File: src/rtl/result_tx_formatter.sv
// Formats a signed result as an ASCII decimal line (or "ERR") terminated by CR LF
// and hands it character by character to the serial transmitter.
module result_tx_formatter #(
  parameter int WIDTH = 16
) (
  input  logic                    USER_CLK,
  input  logic                    USER_RST_N,
  input  logic                    Result_Valid,
  input  logic signed [WIDTH-1:0] Result,
  input  logic                    Result_Error,
  output logic                    Result_Ready,
  output logic                    TX_Request,
  output logic [7:0]              TX_Data,
  input  logic                    Busy
);

  localparam int DIGITS = 5;
  localparam int BCD_W  = 4 * DIGITS;
  localparam int BUF_N  = 8;

  typedef enum logic [2:0] {
    IDLE, CONVERT, FORMAT, WAIT_FREE, REQ, WAIT_HI, WAIT_LO, NEXT
  } state_t;

  state_t             state, state_nxt;
  logic [WIDTH-1:0]   mag;
  logic [BCD_W-1:0]   bcd;
  logic               neg;
  logic               err;
  logic [3:0]         shift_cnt;
  logic [7:0]         char_buf [BUF_N];
  logic [7:0]         fmt_buf  [BUF_N];
  logic [3:0]         fmt_len;
  logic [3:0]         len;
  logic [2:0]         idx;
  logic               last_char;

  // Double-dabble correction: any BCD nibble of 5 or more gets +3 before the shift.
  function automatic logic [BCD_W-1:0] dabble_adjust(input logic [BCD_W-1:0] b);
    logic [BCD_W-1:0] r;
    r = b;
    for (int d = 0; d < DIGITS; d++) begin
      if (b[4*d +: 4] >= 4'd5) r[4*d +: 4] = b[4*d +: 4] + 4'd3;
    end
    return r;
  endfunction

  assign last_char = ({1'b0, idx} == (len - 4'd1));

  always_comb begin
    state_nxt    = state;
    Result_Ready = 1'b0;
    TX_Request   = 1'b0;
    case (state)
      IDLE: begin
        Result_Ready = 1'b1;
        if (Result_Valid) state_nxt = Result_Error ? FORMAT : CONVERT;
      end
      CONVERT:   if (shift_cnt == 4'(WIDTH - 1)) state_nxt = FORMAT;
      FORMAT:    state_nxt = WAIT_FREE;
      WAIT_FREE: if (!Busy) state_nxt = REQ;
      REQ: begin
        TX_Request = 1'b1;
        state_nxt  = WAIT_HI;
      end
      WAIT_HI:   if (Busy) state_nxt = WAIT_LO;
      WAIT_LO:   if (!Busy) state_nxt = NEXT;
      NEXT:      state_nxt = last_char ? IDLE : REQ;
      default:   state_nxt = IDLE;
    endcase
  end

  // Line assembly: optional sign, digits without leading zeros (at least one), CR LF.
  always_comb begin
    int  pos;
    logic started;
    logic [3:0] digit;
    for (int i = 0; i < BUF_N; i++) fmt_buf[i] = 8'h00;
    pos     = 0;
    started = 1'b0;
    digit   = 4'd0;
    if (err) begin
      fmt_buf[0] = 8'h45;
      fmt_buf[1] = 8'h52;
      fmt_buf[2] = 8'h52;
      pos = 3;
    end else begin
      if (neg) begin
        fmt_buf[pos] = 8'h2D;
        pos = pos + 1;
      end
      for (int d = DIGITS - 1; d >= 0; d--) begin
        digit = bcd[4*d +: 4];
        if (digit != 4'd0 || started || d == 0) begin
          fmt_buf[pos] = {4'h3, digit};
          pos     = pos + 1;
          started = 1'b1;
        end
      end
    end
    fmt_buf[pos]     = 8'h0D;
    fmt_buf[pos + 1] = 8'h0A;
    fmt_len = 4'(pos + 2);
  end

  always_ff @(posedge USER_CLK or negedge USER_RST_N) begin
    if (!USER_RST_N) begin
      state     <= IDLE;
      mag       <= '0;
      bcd       <= '0;
      neg       <= 1'b0;
      err       <= 1'b0;
      shift_cnt <= '0;
      len       <= '0;
      idx       <= '0;
      TX_Data   <= 8'h00;
      for (int i = 0; i < BUF_N; i++) char_buf[i] <= 8'h00;
    end else begin
      state <= state_nxt;
      case (state)
        IDLE: begin
          if (Result_Valid) begin
            err       <= Result_Error;
            neg       <= Result[WIDTH-1];
            mag       <= Result[WIDTH-1] ? $unsigned(-Result) : $unsigned(Result);
            bcd       <= '0;
            shift_cnt <= '0;
          end
        end
        CONVERT: begin
          {bcd, mag} <= {dabble_adjust(bcd), mag} << 1;
          shift_cnt  <= shift_cnt + 4'd1;
        end
        FORMAT: begin
          char_buf <= fmt_buf;
          len      <= fmt_len;
          idx      <= '0;
        end
        WAIT_FREE: if (!Busy) TX_Data <= char_buf[idx];
        NEXT: begin
          idx <= idx + 3'd1;
          if (!last_char) TX_Data <= char_buf[idx + 3'd1];
        end
        default: ;
      endcase
    end
  end

endmodule

File: config.mk
export PLATFORM = sky130hd
export DESIGN_NAME = result_tx_formatter
export DESIGN_NICKNAME = d
export VERILOG_FILES = /design/src/rtl/result_tx_formatter.sv
export SDC_FILE = /design/constraint.sdc
export NUM_CORES = 1
export LEC_CHECK = 0
export ABC_AREA = 1
export BUFFER_PORTS_ARGS = -buffer_cell sky130_fd_sc_hd__buf_4
export CAP_MARGIN = 5
export CORE_MARGIN = 8
export CORE_UTILIZATION = 40
export CTS_CLUSTER_SIZE = 25
export DETAILED_ROUTE_END_ITERATION = 16
export HOLD_SLACK_MARGIN = 0.08
export SLEW_MARGIN = 5
export SYNTH_ARGS = -nofsm -noshare
export SYNTH_HDL_FRONTEND = slang
export SYNTH_SLANG_ARGS = --single-unit
File: constraint.sdc
create_clock -name USER_CLK -period 6.03 [get_ports USER_CLK]
set_input_delay 0.9045 -clock USER_CLK [delete_from_list [all_inputs] [get_ports USER_CLK]]
set_output_delay 0.9045 -clock USER_CLK [all_outputs]
set_load 0.02 [all_outputs]
==> run_summary.xml <==
<?xml version="1.0" encoding="UTF-8"?>
<metrics>
  <group name="layout">
    <metric name="multiInputGateArea" unit="sq um">5090</metric>
    <metric name="final_instance_area" unit="sq um">9120</metric>
    <metric name="layout.cells.most_common" unit="">sky130_fd_sc_hd__nand2_1</metric>
    <metric name="sequential_cell_area" unit="sq um">2630</metric>
    <metric name="final_layout_size_suffix_gt1_frac" unit="">0.0795</metric>
    <metric name="flow.area_growth_from_synthesis" unit="%">8.23</metric>
    <metric name="antenna_cells" unit="">0</metric>
    <metric name="layout_common_cells" unit="">sky130_fd_sc_hd__nand2_1 (368), sky130_fd_sc_hd__o21ai_0 (172), sky130_fd_sc_hd__inv_1 (122)</metric>
    <metric name="finalNetCount" unit="">1343</metric>
    <metric name="layout.filler_cells" unit="">2226</metric>
  </group>
  <group name="timing">
    <metric name="timing.final.setup_violations" unit="">0</metric>
    <metric name="max_slew_margin" unit="">0.332</metric>
    <metric name="finalWorstPathRequiredPeriod" unit="ns">5.12</metric>
    <metric name="fin_setup_tns" unit="ns">0</metric>
    <metric name="post-route-period-util" unit="">0.850</metric>
    <metric name="timing.fmax" unit="GHz">0.195</metric>
    <metric name="clock_skew" unit="ns">0.00703</metric>
    <metric name="tightest_slew" unit="ns">0.993</metric>
    <metric name="grt_setup_unrepaired" unit="">no</metric>
    <metric name="finalHoldViolations" unit="">0</metric>
    <metric name="hold_ws" unit="ns">0.479</metric>
    <metric name="slew_violations" unit="">0</metric>
    <metric name="setup_ws_post_layout" unit="ns">0.906</metric>
  </group>
  <group name="clock_network">
    <metric name="cts_buffer_depth" unit="">2</metric>
    <metric name="clock_tree.htree_level_count" unit="">3</metric>
    <metric name="worst_setup_hold_path_clk_slew" unit="ns">0.08</metric>
    <metric name="cts_tree" unit="">done</metric>
    <metric name="quantity_of_hold_fixing_buffers_added_after_cts" unit="">0</metric>
    <metric name="clock-sinks" unit="">105</metric>
    <metric name="postCtsSetupRepairBufs" unit="">0</metric>
    <metric name="cts.root.buffer_cell" unit="">sky130_fd_sc_hd__clkbuf_16</metric>
    <metric name="clkLatencyLatePin" unit="ns">0.36</metric>
    <metric name="cts_buffers" unit="">9</metric>
    <metric name="ctsResizeCount" unit="">0</metric>
  </group>
  <group name="detailed_routing">
    <metric name="drt_first_iter_violations" unit="">711</metric>
    <metric name="drt_first_pass_iters" unit="">6</metric>
    <metric name="routed_wl" unit="um">26700</metric>
    <metric name="route.vias.total" unit="">8586</metric>
    <metric name="drtAntennaViolNets" unit="">0</metric>
    <metric name="drt_drc_violations_left" unit="">0</metric>
    <metric name="detail_route.vias_per_cell" unit="">5.47</metric>
    <metric name="post_drt_wl_per_cell" unit="um">17.0</metric>
  </group>
  <group name="logic_synthesis">
    <metric name="synth_largest_type_area_fraction" unit="">0.312</metric>
    <metric name="ys_seq_elements" unit="">105</metric>
    <metric name="mappedNetlistNets" unit="">1347</metric>
    <metric name="yosysWarnings" unit="">0</metric>
    <metric name="synth_top_cell_by_area" unit="">sky130_fd_sc_hd__dfrtp_1</metric>
    <metric name="synth_async_sr_flop_share" unit="">1.00</metric>
    <metric name="synth_edf_count" unit="">0</metric>
    <metric name="synthesis.instances" unit="">1294</metric>
    <metric name="post_synth_instance_area" unit="sq um">8430</metric>
    <metric name="yosys_most_used_dff" unit="">sky130_fd_sc_hd__dfrtp_1</metric>
    <metric name="synthDistinctLibCells" unit="">46</metric>
    <metric name="synth_area_leaders" unit="">sky130_fd_sc_hd__dfrtp_1 (31%), sky130_fd_sc_hd__nand2_1 (16%), sky130_fd_sc_hd__o21ai_0 (10%)</metric>
    <metric name="synth_area_per_cell" unit="sq um">6.51</metric>
    <metric name="synth_sequential_area_ratio" unit="">0.312</metric>
  </group>
  <group name="die">
    <metric name="floorplan.die.height" unit="um">161</metric>
    <metric name="core_area" unit="sq um">20800</metric>
    <metric name="initial_utilization" unit="">0.405</metric>
    <metric name="placement_rows" unit="">53</metric>
    <metric name="design.portCount" unit="">31</metric>
    <metric name="die-area" unit="sq um">26000</metric>
    <metric name="floorplan.die.width" unit="um">161</metric>
  </group>
  <group name="grt">
    <metric name="grt_pass1_wl" unit="um">44300</metric>
    <metric name="antenna_found_initial" unit="">0</metric>
    <metric name="vias_in_the_first_global_route" unit="">8275</metric>
    <metric name="grt_start_max_net_pins" unit="">65</metric>
    <metric name="grt.total_usage" unit="">0.208</metric>
    <metric name="global_route.overflow_total" unit="">0</metric>
  </group>
  <group name="min_path">
    <metric name="worst_hold_path.num_cells" unit="">2</metric>
    <metric name="worst_hold_path_type" unit="">reg2reg</metric>
    <metric name="holdPathEnd" unit="">char_buf[57]$_DFFE_PN0P_</metric>
    <metric name="hold_start" unit="">char_buf[57]$_DFFE_PN0P_</metric>
  </group>
  <group name="critical_path">
    <metric name="crit_arrival" unit="ns">5.37</metric>
    <metric name="r2r_cells" unit="">27</metric>
    <metric name="worstReg2RegStart" unit="">bcd[12]$_DFFE_PN0P_</metric>
    <metric name="worstPathMaxFanout" unit="">15</metric>
    <metric name="r2r_slack" unit="ns">0.91</metric>
    <metric name="setup.worst_path.start_class" unit="">flop</metric>
    <metric name="type_of_destination_of_the_critical_path" unit="">flop</metric>
    <metric name="crit_required" unit="ns">6.28</metric>
    <metric name="worst-setup-path-type" unit="">reg2reg</metric>
    <metric name="worst_r2r_endpoint" unit="">char_buf[61]$_DFFE_PN0P_</metric>
  </group>
  <group name="place">
    <metric name="dp_worst_setup_slack" unit="ns">0.962</metric>
    <metric name="placement.io_buffers" unit="">29</metric>
    <metric name="detailed_place_hpwl" unit="um">20300</metric>
    <metric name="routabilityCongestion" unit="">0.957</metric>
    <metric name="postPlaceCellArea" unit="sq um">8830</metric>
  </group>
  <group name="flow_run">
    <metric name="timing.max_cap.violations" unit="">0</metric>
  </group>
  <group name="run_status">
    <metric name="outcome" unit="">finished clean</metric>
  </group>
</metrics>
## cell families (layout without fill, tap and decap cells)
| family | Yosys count | after routing | share of synthesized area |
|---|---|---|---|
| adders and majority gates | 32 | 32 | 0.0484 |
| and+or+nand+nor | 661 | 661 | 0.349 |
| DFF | 105 | 105 | 0.312 |
| AOI/OAI and AO/OA | 298 | 298 | 0.191 |
| xor gates and xnor gates | 14 | 14 | 0.0146 |
| buffers and inverters | 183 | 184 | 0.0842 |
| other | 1 | 1 | 0.000445 |
## routing by layer
metal / GRT usage / part of all wire / wire (um)
met1: 0.286 / 0.47 / 12500
met2: 0.321 / 0.44 / 11700
met3: 0.0341 / 0.056 / 1490
met4: 0.0838 / 0.036 / 964
met5: 0 / 0 / 0
## stage by stage
| stage | instances | util |
|---|---|---|
| global route | 1570 | 0.438 |
| CTS | 1570 | 0.438 |
| finish | 1570 | 0.438 |
| detailed placement | 1554 | 0.424 |
| global placement | 1554 | 0.424 |
| floorplan | 1294 | - |
## cells in the mapped netlist (all sizes together), types with 5 or more instances
cell	instances
buf	9
o22ai	17
clkbuf	43
a21oi	66
a31oi	6
nor3	13
xor2	9
nand2	388
ha	31
xnor2	5
o211ai	12
nand4	12
dfrtp	105
o31ai	5
nand3b	11
inv	128
o21ai	179
nand3	117
nor2	115
## flip-flops by register name (all words and copies together) (netlist names)
signal	count
char_buf	46
bcd	20
mag	16
TX_Data	7
len	4
shift_cnt	4
idx	3
state	3
err	1
neg	1
## how the worst max path moves through the flow
| stage | from | end | slack [ns] | cells past startpoint |
|---|---|---|---|---|
| floorplan | bcd[16]$_DFFE_PN0P_ | char_buf[60]$_DFFE_PN0P_ | 1.58 | 28 |
| global placement | bcd[12]$_DFFE_PN0P_ | char_buf[61]$_DFFE_PN0P_ | 1.13 | 27 |
| detailed placement | bcd[12]$_DFFE_PN0P_ | char_buf[13]$_DFFE_PN0P_ | 0.96 | 27 |
| CTS | bcd[12]$_DFFE_PN0P_ | char_buf[13]$_DFFE_PN0P_ | 0.94 | 27 |
| global route | bcd[16]$_DFFE_PN0P_ | char_buf[59]$_DFFE_PN0P_ | 0.43 | 28 |
| finish | bcd[12]$_DFFE_PN0P_ | char_buf[61]$_DFFE_PN0P_ | 0.91 | 27 |
## critical path, cell delays in order, from the launching register on
cell and delay, ns:
sky130_fd_sc_hd__dfrtp_1 0.46, sky130_fd_sc_hd__inv_1 0.14, sky130_fd_sc_hd__ha_1 0.23, sky130_fd_sc_hd__nand3_2 0.14, sky130_fd_sc_hd__nor2_8 0.24, sky130_fd_sc_hd__fa_1 0.60
sky130_fd_sc_hd__inv_1 0.24, sky130_fd_sc_hd__nand2_1 0.15, sky130_fd_sc_hd__nand2_1 0.14, sky130_fd_sc_hd__nand2_1 0.10, sky130_fd_sc_hd__inv_1 0.14, sky130_fd_sc_hd__ha_1 0.25
sky130_fd_sc_hd__inv_1 0.05, sky130_fd_sc_hd__nand2_1 0.07, sky130_fd_sc_hd__nand2_2 0.11, sky130_fd_sc_hd__inv_1 0.10, sky130_fd_sc_hd__ha_1 0.30, sky130_fd_sc_hd__nor2_1 0.24
sky130_fd_sc_hd__inv_1 0.12, sky130_fd_sc_hd__ha_1 0.26, sky130_fd_sc_hd__nand2_1 0.10, sky130_fd_sc_hd__inv_1 0.06, sky130_fd_sc_hd__nand2_2 0.11, sky130_fd_sc_hd__nand2_4 0.08
sky130_fd_sc_hd__nor2_8 0.27, sky130_fd_sc_hd__nand2_4 0.12, sky130_fd_sc_hd__nand3b_1 0.10, sky130_fd_sc_hd__nand2_1 0.05
## final cells by class
class	count	share of cell area
multi-input combinational	1006	0.558
sequential	105	0.288
inverter	131	0.0539
tap	275	0.0377
timing repair buffer	37	0.0305
clock buffer	10	0.0262
clock inverter	6	0.00521
Power is not shown: default switching activity piles up to over one toggle a cycle in this logic, so the estimate is an artifact.
